--- src/rtl/clk_period_monitor.sv ---
// Multi-channel strobe period checker: measures tick-to-tick intervals against exp_period +/- tol.
// Optional stopped-strobe timeout is enabled by defining CLK_PERIOD_MONITOR_TIMEOUT_EN.
module clk_period_monitor #(
    parameter int NCH      = 4,
    parameter int CW       = 16,
    parameter int ECW      = 8,
    parameter int LOCK_CNT = 4
) (
    input  logic               clk,
    input  logic               rst,
    input  logic               en,
    input  logic [NCH-1:0]     tick,
    input  logic [CW-1:0]      exp_period,
    input  logic [CW-1:0]      tol,
    input  logic               clr_err,
    output logic [NCH-1:0]     pass,
    output logic [NCH-1:0]     fail,
    output logic [NCH*CW-1:0]  meas_period,
    output logic [NCH*ECW-1:0] err_cnt,
    output logic [NCH-1:0]     locked,
    output logic               alarm
);

    localparam int SW = $clog2(LOCK_CNT + 1);

    typedef enum logic {IDLE, MEAS} state_t;

    // Window bounds in CW+1 bits so exp_period + tol never wraps.
    logic [CW:0] win_hi;
    logic [CW:0] exp_ext;
    logic [CW:0] tol_ext;
    logic [NCH-1:0] fail_next;
    logic alarm_reg;

    assign exp_ext = {1'b0, exp_period};
    assign tol_ext = {1'b0, tol};
    assign win_hi  = exp_ext + tol_ext;

    for (genvar gi = 0; gi < NCH; gi++) begin : g_ch
        state_t          state_reg, state_next;
        logic [CW-1:0]   cnt_reg, cnt_next;
        logic [CW-1:0]   meas_reg, meas_next;
        logic [ECW-1:0]  err_reg, err_next;
        logic [SW-1:0]   streak_reg, streak_next;
        logic            pass_reg, pass_next;
        logic            fail_reg, ch_fail_next;
        logic [CW:0]     cnt_ext;
        logic            in_window;
        logic            timeout_hit;

        assign cnt_ext   = {1'b0, cnt_reg};
        assign in_window = (cnt_ext + tol_ext >= exp_ext) && (cnt_ext <= win_hi);
`ifdef CLK_PERIOD_MONITOR_TIMEOUT_EN
        assign timeout_hit = (cnt_ext == win_hi);
`else
        assign timeout_hit = 1'b0;
`endif

        always_comb begin
            state_next   = state_reg;
            cnt_next     = cnt_reg;
            meas_next    = meas_reg;
            streak_next  = streak_reg;
            pass_next    = 1'b0;
            ch_fail_next = 1'b0;
            if (!en) begin
                state_next  = IDLE;
                cnt_next    = '0;
                streak_next = '0;
            end else begin
                case (state_reg)
                    IDLE: begin
                        cnt_next = '0;
                        if (tick[gi]) begin
                            state_next = MEAS;
                            cnt_next   = CW'(1);
                        end
                    end
                    MEAS: begin
                        if (tick[gi]) begin
                            meas_next = cnt_reg;
                            cnt_next  = CW'(1);
                            if (in_window) begin
                                pass_next = 1'b1;
                                if (streak_reg != SW'(LOCK_CNT))
                                    streak_next = streak_reg + SW'(1);
                            end else begin
                                ch_fail_next = 1'b1;
                                streak_next  = '0;
                            end
                        end else if (timeout_hit) begin
                            // Strobe stopped: flag it and wait for a fresh arming tick.
                            ch_fail_next = 1'b1;
                            streak_next  = '0;
                            state_next   = IDLE;
                            cnt_next     = '0;
                        end else if (cnt_reg != '1) begin
                            cnt_next = cnt_reg + CW'(1);
                        end
                    end
                    default: begin
                        state_next = IDLE;
                        cnt_next   = '0;
                    end
                endcase
            end

            err_next = err_reg;
            if (clr_err)
                err_next = '0;
            else if (ch_fail_next && err_reg != '1)
                err_next = err_reg + ECW'(1);
        end

        always_ff @(posedge clk or negedge rst) begin
            if (!rst) begin
                state_reg  <= IDLE;
                cnt_reg    <= '0;
                meas_reg   <= '0;
                err_reg    <= '0;
                streak_reg <= '0;
                pass_reg   <= 1'b0;
                fail_reg   <= 1'b0;
            end else begin
                state_reg  <= state_next;
                cnt_reg    <= cnt_next;
                meas_reg   <= meas_next;
                err_reg    <= err_next;
                streak_reg <= streak_next;
                pass_reg   <= pass_next;
                fail_reg   <= ch_fail_next;
            end
        end

        assign fail_next[gi]                = ch_fail_next;
        assign pass[gi]                     = pass_reg;
        assign fail[gi]                     = fail_reg;
        assign meas_period[gi*CW +: CW]     = meas_reg;
        assign err_cnt[gi*ECW +: ECW]       = err_reg;
        assign locked[gi]                   = (streak_reg == SW'(LOCK_CNT));
    end

    // clr_err outranks a coincident fail.
    always_ff @(posedge clk or negedge rst) begin
        if (!rst)
            alarm_reg <= 1'b0;
        else if (clr_err)
            alarm_reg <= 1'b0;
        else if (|fail_next)
            alarm_reg <= 1'b1;
    end

    assign alarm = alarm_reg;

endmodule
--- config.mk ---
export PLATFORM = sky130hd
export DESIGN_NAME = clk_period_monitor
export DESIGN_NICKNAME = d
export VERILOG_FILES = /design/src/rtl/clk_period_monitor.sv
export SDC_FILE = /design/constraint.sdc
export NUM_CORES = 1
export LEC_CHECK = 0
export ABC_AREA = 1
export BUFFER_PORTS_ARGS = -buffer_cell sky130_fd_sc_hd__buf_2
export CAP_MARGIN = 25
export CELL_PAD_IN_SITES_DETAIL_PLACEMENT = 1
export CELL_PAD_IN_SITES_GLOBAL_PLACEMENT = 2
export CORE_MARGIN = 5
export CORE_UTILIZATION = 39
export CTS_BUF_LIST = sky130_fd_sc_hd__clkbuf_2 sky130_fd_sc_hd__clkbuf_4 sky130_fd_sc_hd__clkbuf_8
export CTS_CLUSTER_DIAMETER = 50
export DETAILED_ROUTE_END_ITERATION = 7
export PLACE_DENSITY = 0.86
export SLEW_MARGIN = 40
export SYNTH_ARGS = -nofsm -noshare
export SYNTH_HDL_FRONTEND = slang
export SYNTH_SLANG_ARGS = --single-unit
--- constraint.sdc ---
create_clock -name clk -period 10 [get_ports clk]
set_input_delay 2 -clock clk [delete_from_list [all_inputs] [get_ports clk]]
set_output_delay 2 -clock clk [all_outputs]
set_load 0.01 [all_outputs]
==> run metrics, run 1 <==
Initial Util 0.395; fmax roughly 170 MHz; largest net degree at the start of global routing 71; CP required a little over 10000 ps; num ports roughly 150; number of clock buffers inserted by TritonCTS 17; Hold WS ~480 ps; Final min period 5850 ps; prevailing post-synth register cell dfrtp_1; Antenna Cells 0; setup violators final 0; gr ovfl total 0; Crit Path Category input port to flop; CP max FO 9; EDFF count, synth 0; Syn Inst Count ~2000; yosys warns 0; clock insertion delay at the later pin of the skew report about 500 ps; setup TNS 0 ps; Syn Area/Cell roughly 7.6 sq um; fin nets approximately 2400; Syn Nets approximately 2300; Reg clk slew, reported paths 100 ps; area share of the largest cell type after synthesis 0.303; DRT iter0 DRCs roughly 620; Core Util, Final 0.440; cell taking the most area after synthesis dfrtp_1; Core Region 38700 sq um; PwrDens 105 nW/um^2; Port Buf Inserts between 100 and 150; met2 Track Usage GR 0.412; num rows 72; GR Util met3 0.0389; Cell Area, Synth 15300 sq um; startpoint types input port; Post-CTS Setup Bufs 0; Clk pwr share 0.307; switch share 0.350; H-tree levels 4; Final WS setup 4150 ps; root buffer cell clkbuf_8; Tcrit/Tclk final 0.585; Power Total roughly 1.8 mW; max-cap violation count 0; CTS Buffer Depth 2; Die Area approximately 43000 sq um; Post-Route WL 54900 microns; instance area after placement roughly 17000 sq um; first-pass GRT wire length 84800 microns; post-DR wirelength/cell just over 20 microns; Finished Cell Area between 15000 and 20000 sq um; top post-synthesis cells by area dfrtp_1 30%, ha_1 18%, nand2_1 11%, inv_1 6.2%, a21oi_1 4.5%; initial antenna violation count 0; routability congestion estimate 0.937; die height approximately 210 microns; Antenna Nets Post-Route 0; Seq pwr share 0.435; Leakage Power 8.88 nW; most frequent cells in the layout 439 x nand2_1, 248 x inv_1, 216 x ha_1, 185 x dfrtp_1, 152 x nor2_1; status finished, final reports clean; commonest non-fill, non-tap cell in the layout nand2_1; clock sinks about 190; GRT busiest layer met2; global routing usage on met1 0.326; critical path's largest stage delay a little over 500 ps; Crit. End Element flop; min-delay worst type flop to flop; number of synthesized register bits 185; All-Layer GR Usage 0.250; CTS Hold Bufs 0; vias 14495; Final HPWL DP around 43000 microns; Worst Tran Pin Value 902 ps; Die Wd a little over 200 microns; # resized after CTS 0; area grow syn2layout 11.5%; Vias/cell 5.39; WP data arrival 6230 ps; Slew Limit Fails 0; Setup WS pre-CTS approximately 3600 ps; Worst Skew 26.1 ps; sequential-to-total area share from yosys stat 0.303; first-pass detailed-route iteration total 5; final hold vios 0; Slowest-stage cell, CP fa_1; Synth cell types slightly above 60; share of layout cells above drive strength 1 0.118; Synth async-reset ratio 1.00; VDD IR max about 0.091 mV; TritonCTS clock tree built; Pint around 1.2 mW; fin cells 2687; Net Sw Power 626 uW; Placed Cells incl. Taps about 2700; unrepaired setup endpoints after global routing no; vias in the first global route around 15000; Logic pwr share 0.258; relative slew slack 0.397; drt drc 0
cell usage after synthesis, drive strengths merged, types with 3 or more instances:
| master | number |
|---|---|
| nor3 | 65 |
| o21ba | 3 |
| ha | 216 |
| a21boi | 6 |
| o21ai | 137 |
| fa | 5 |
| a31oi | 9 |
| o21a | 7 |
| a211oi | 13 |
| nand2 | 463 |
| o211ai | 4 |
| inv | 256 |
| nand3b | 9 |
| a21o | 6 |
| o21bai | 11 |
| nand3 | 127 |
| clkbuf | 20 |
| nor2 | 157 |
| dfrtp | 185 |
| xnor2 | 24 |
| nand4 | 40 |
| a22oi | 4 |
| a21oi | 138 |
| buf | 11 |
| nor4 | 9 |
| xor2 | 66 |
final cells by class:
cell class                 count  area, sq um
clock buffer                  19          255
fill                        4928        21700
sequential                   185         4630
multi-input combinational   1540         9560
inverter                     257          970
tap                          518          648
timing repair buffer         155          810
clock inverter                13          164
path summary, 6_finish.rpt:
kind | to | cells past startpoint | slack [ps] | from
setup / recovery | g_ch[1].err_reg[1] | 26 | 4150 | tol[1]
hold / removal | g_ch[3].meas_reg[14] | 2 | 480 | g_ch[3].meas_reg[14]
setup reg to reg | g_ch[1].err_reg[1] | 26 | 5370 | g_ch[1].cnt_reg[0]
hold reg to reg | g_ch[3].meas_reg[14] | 2 | 480 | g_ch[3].meas_reg[14]
max in group asynchronous | g_ch[0].pass_reg | 2 | 7490 | rst
min in group asynchronous | g_ch[0].meas_reg[1] | 1 | 1470 | rst
metal layers:
| layer | vias up | share of wire |
|---|---|---|
| met5 | - | 0 |
| met4 | 0 | 0.048 |
| met3 | 105 | 0.043 |
| met2 | 294 | 0.46 |
| met1 | 7067 | 0.45 |
| li1 | 7029 | - |
critical path, delay by kind of cell:
family                   cells  cell delay, ps
XOR/XNOR                     1             160
adder cells (fa/ha/maj)      2             770
AO/OA/AOI/OAI                4            1110
buffers and inverters        5             660
AND/OR/NAND/NOR             14            1530
cells by family after synthesis:
group           count (synthesis)  synth area share
compound gates                352             0.130
xor+xnor                       90            0.0516
fa+ha+maj                     221             0.183
flops                         185             0.303
buf+inv                       288            0.0743
simple gates                  877             0.257
power by group through the flow:
stage               combinational, mW  clock [mW]  sequential, mW
finish                          0.461       0.549           0.778
global route                    0.510       0.607           0.780
CTS                             0.462       0.570           0.778
detailed placement              0.460           0           0.793
global placement                0.442           0           0.792
floorplan                       0.264           0           0.792
(Power assumes the default switching activity.)
==> run 2: changes to the inputs <==
Settings changed: CORE_UTILIZATION 39 to 36, PLACE_DENSITY 0.86 to 0.8.
Clock period 10 ns to 5.75 ns, I/O delays scaled along.
==> run 2 against run 1 <==
  * Non-clock buffer count rose by 10
  * Critical path depth rose by 1
  * Sequential power rose by 74%
  * Count of clock-buffer cells in the layout up 3
  * Worst hold slack improved by 7.8 ps
  * Die area increased by 7.9%
  * Via count shrank 0.87%
  * Utilization decreased by 3.3 points
  * Final cell count rose by 1.2%
  * Clock power up 69%
  * Wire length is 0.28% higher
  * First-iteration DRC count is 19% higher
  * Critical path type unchanged
  * Highest routed layer unchanged
==> run metrics, run 2 (synthesis results as in run 1) <==
WP data arrival approximately 5400 ps; die height roughly 220 microns; number of clock buffers inserted by TritonCTS 17; Leakage Power approximately 9 nW; CP max FO 9; setup TNS 0 ps; fin nets approximately 2400; Final min period 4910 ps; max-cap violation count 0; critical hold path startpoint g_ch[1].meas_reg[1]; drt drc 0; commonest non-fill, non-tap cell in the layout nand2_1; worst r2r path cells 27; CTS Buffer Depth 2; VDD IR max 0.146 mV; Worst Skew roughly 22 ps; Vias/cell roughly 5.3; Worst Tran Pin Value 797 ps; status finished, final reports clean; Crit Path Category input port to flop; Slew Limit Fails 0; Die Wd around 220 microns; Crit. End Element flop; first-pass GRT wire length roughly 86000 microns; Post-CTS Setup Bufs 0; Antenna Cells 0; Post-Route WL around 55000 microns; global routing usage on met1 0.309; Core Region about 42000 sq um; first-pass detailed-route iteration total 5; CP required around 6200 ps; Antenna Nets Post-Route 0; post-DR wirelength/cell 20.3 microns; filler cell count roughly 5300; vias 14369; fmax slightly above 200 MHz; Port Buf Inserts between 100 and 150; startpoint types input port; setup violators final 0; clock insertion delay at the later pin of the skew report between 500 and 600 ps; most frequent cells in the layout 439 x nand2_1, 248 x inv_1, 216 x ha_1, 185 x dfrtp_1, 154 x nor2_1; routability congestion estimate around 0.93; root buffer cell clkbuf_8; Crit Reg-Reg Endpoint g_ch[1].err_reg[4]; # resized after CTS 0; DRT iter0 DRCs between 700 and 800; All-Layer GR Usage 0.238; Reg clk slew, reported paths about 90 ps; GR Util met3 0.0425; CP endpoint g_ch[1].err_reg[4]; initial antenna violation count 0; vias in the first global route between 15000 and 20000; largest net degree at the start of global routing 121; met2 Track Usage GR 0.398; num rows 75; unrepaired setup endpoints after global routing no; clock sinks between 150 and 200; relative slew slack 0.464; GRT busiest layer met2; CP startpoint tol[1]; num ports 149; H-tree levels 4; share of layout cells above drive strength 1 0.119; gr ovfl total 0; PwrDens around 180 nW/um^2; final hold vios 0; Placed Cells incl. Taps between 2000 and 3000; Initial Util 0.364; min-delay worst type flop to flop; CTS Hold Bufs 0; Tcrit/Tclk final 0.854; Final HPWL DP between 40000 and 50000 microns; TritonCTS clock tree built; Die Area roughly 47000 sq um; fin cells 2718; area grow syn2layout 11.8%; R2R setup slack 1160 ps; r2r startpoint g_ch[1].cnt_reg[0]
-- run 2: worst min-delay path by stage --
stage | to | depth (start not counted)
after floorplan | g_ch[1].streak_reg[1] | 2
after global placement | g_ch[2].meas_reg[7] | 2
after detailed placement | g_ch[0].meas_reg[10] | 2
after CTS | g_ch[1].meas_reg[1] | 2
after global routing | g_ch[1].meas_reg[9] | 2
final | g_ch[1].meas_reg[1] | 2
-- run 2: layout make-up --
| type | count | area, sq um | area share |
|---|---|---|---|
| Timing Repair Buffer | 165 | 890 | 0.0521 |
| Inverter | 257 | 970 | 0.0568 |
| Tap cell | 539 | 674 | 0.0395 |
| Sequential cell | 185 | 4630 | 0.271 |
| Clock inverter | 10 | 118 | 0.00688 |
| Clock buffer | 22 | 284 | 0.0166 |
| Multi-Input combinational cell | 1540 | 9520 | 0.557 |
-- run 2: metal layers --
metal,vias up,routed length [microns],part of all wire
met2,250,25700,0.47
met3,73,2370,0.043
met1,6980,25100,0.46
met5,-,0,0
li1,7066,-,-
met4,0,1920,0.035
-- run 2: power by group --
group / switching, mW / internal, mW / leakage, nW / total [mW]
logic: 0.561 / 0.260 / 6.15 / 0.821
clock network: 0.506 / 0.422 / 0.196 / 0.929
registers: 0.0278 / 1.33 / 2.56 / 1.35
total: 1.09 / 2.01 / 8.90 / 3.10
-- run 2: through the flow --
step	setup slack (ps)	power (mW)	util	area, sq um	hold WS, ps
2_1_floorplan	1410	1.84	-	15300	495
3_3_place_gp	506	2.17	0.398	16700	459
3_5_place_dp	259	2.20	0.398	16700	468
4_1_cts	888	3.16	0.407	17100	491
5_1_grt	546	3.29	0.407	17100	513
6_report	841	3.10	0.407	17100	486
-- run 2: critical path, stage by stage --
cell	delay (ps)
buf_2	230
inv_1	220
fa_1	500
inv_1	80
a31oi_1	140
o21ai_0	330
nand2_1	100
a21oi_1	220
nand3_1	100
nand2_1	130
nand3_1	80
nand2_1	80
xor2_1	160
ha_1	260
nand2_1	70
inv_1	50
nand3_1	70
nor3_1	60
a2111oi_0	370
nand3_1	270
nand2_2	150
nand2_2	120
inv_4	110
nand2_4	90
nand2_4	110
nand2_1	70
nand2_1	70
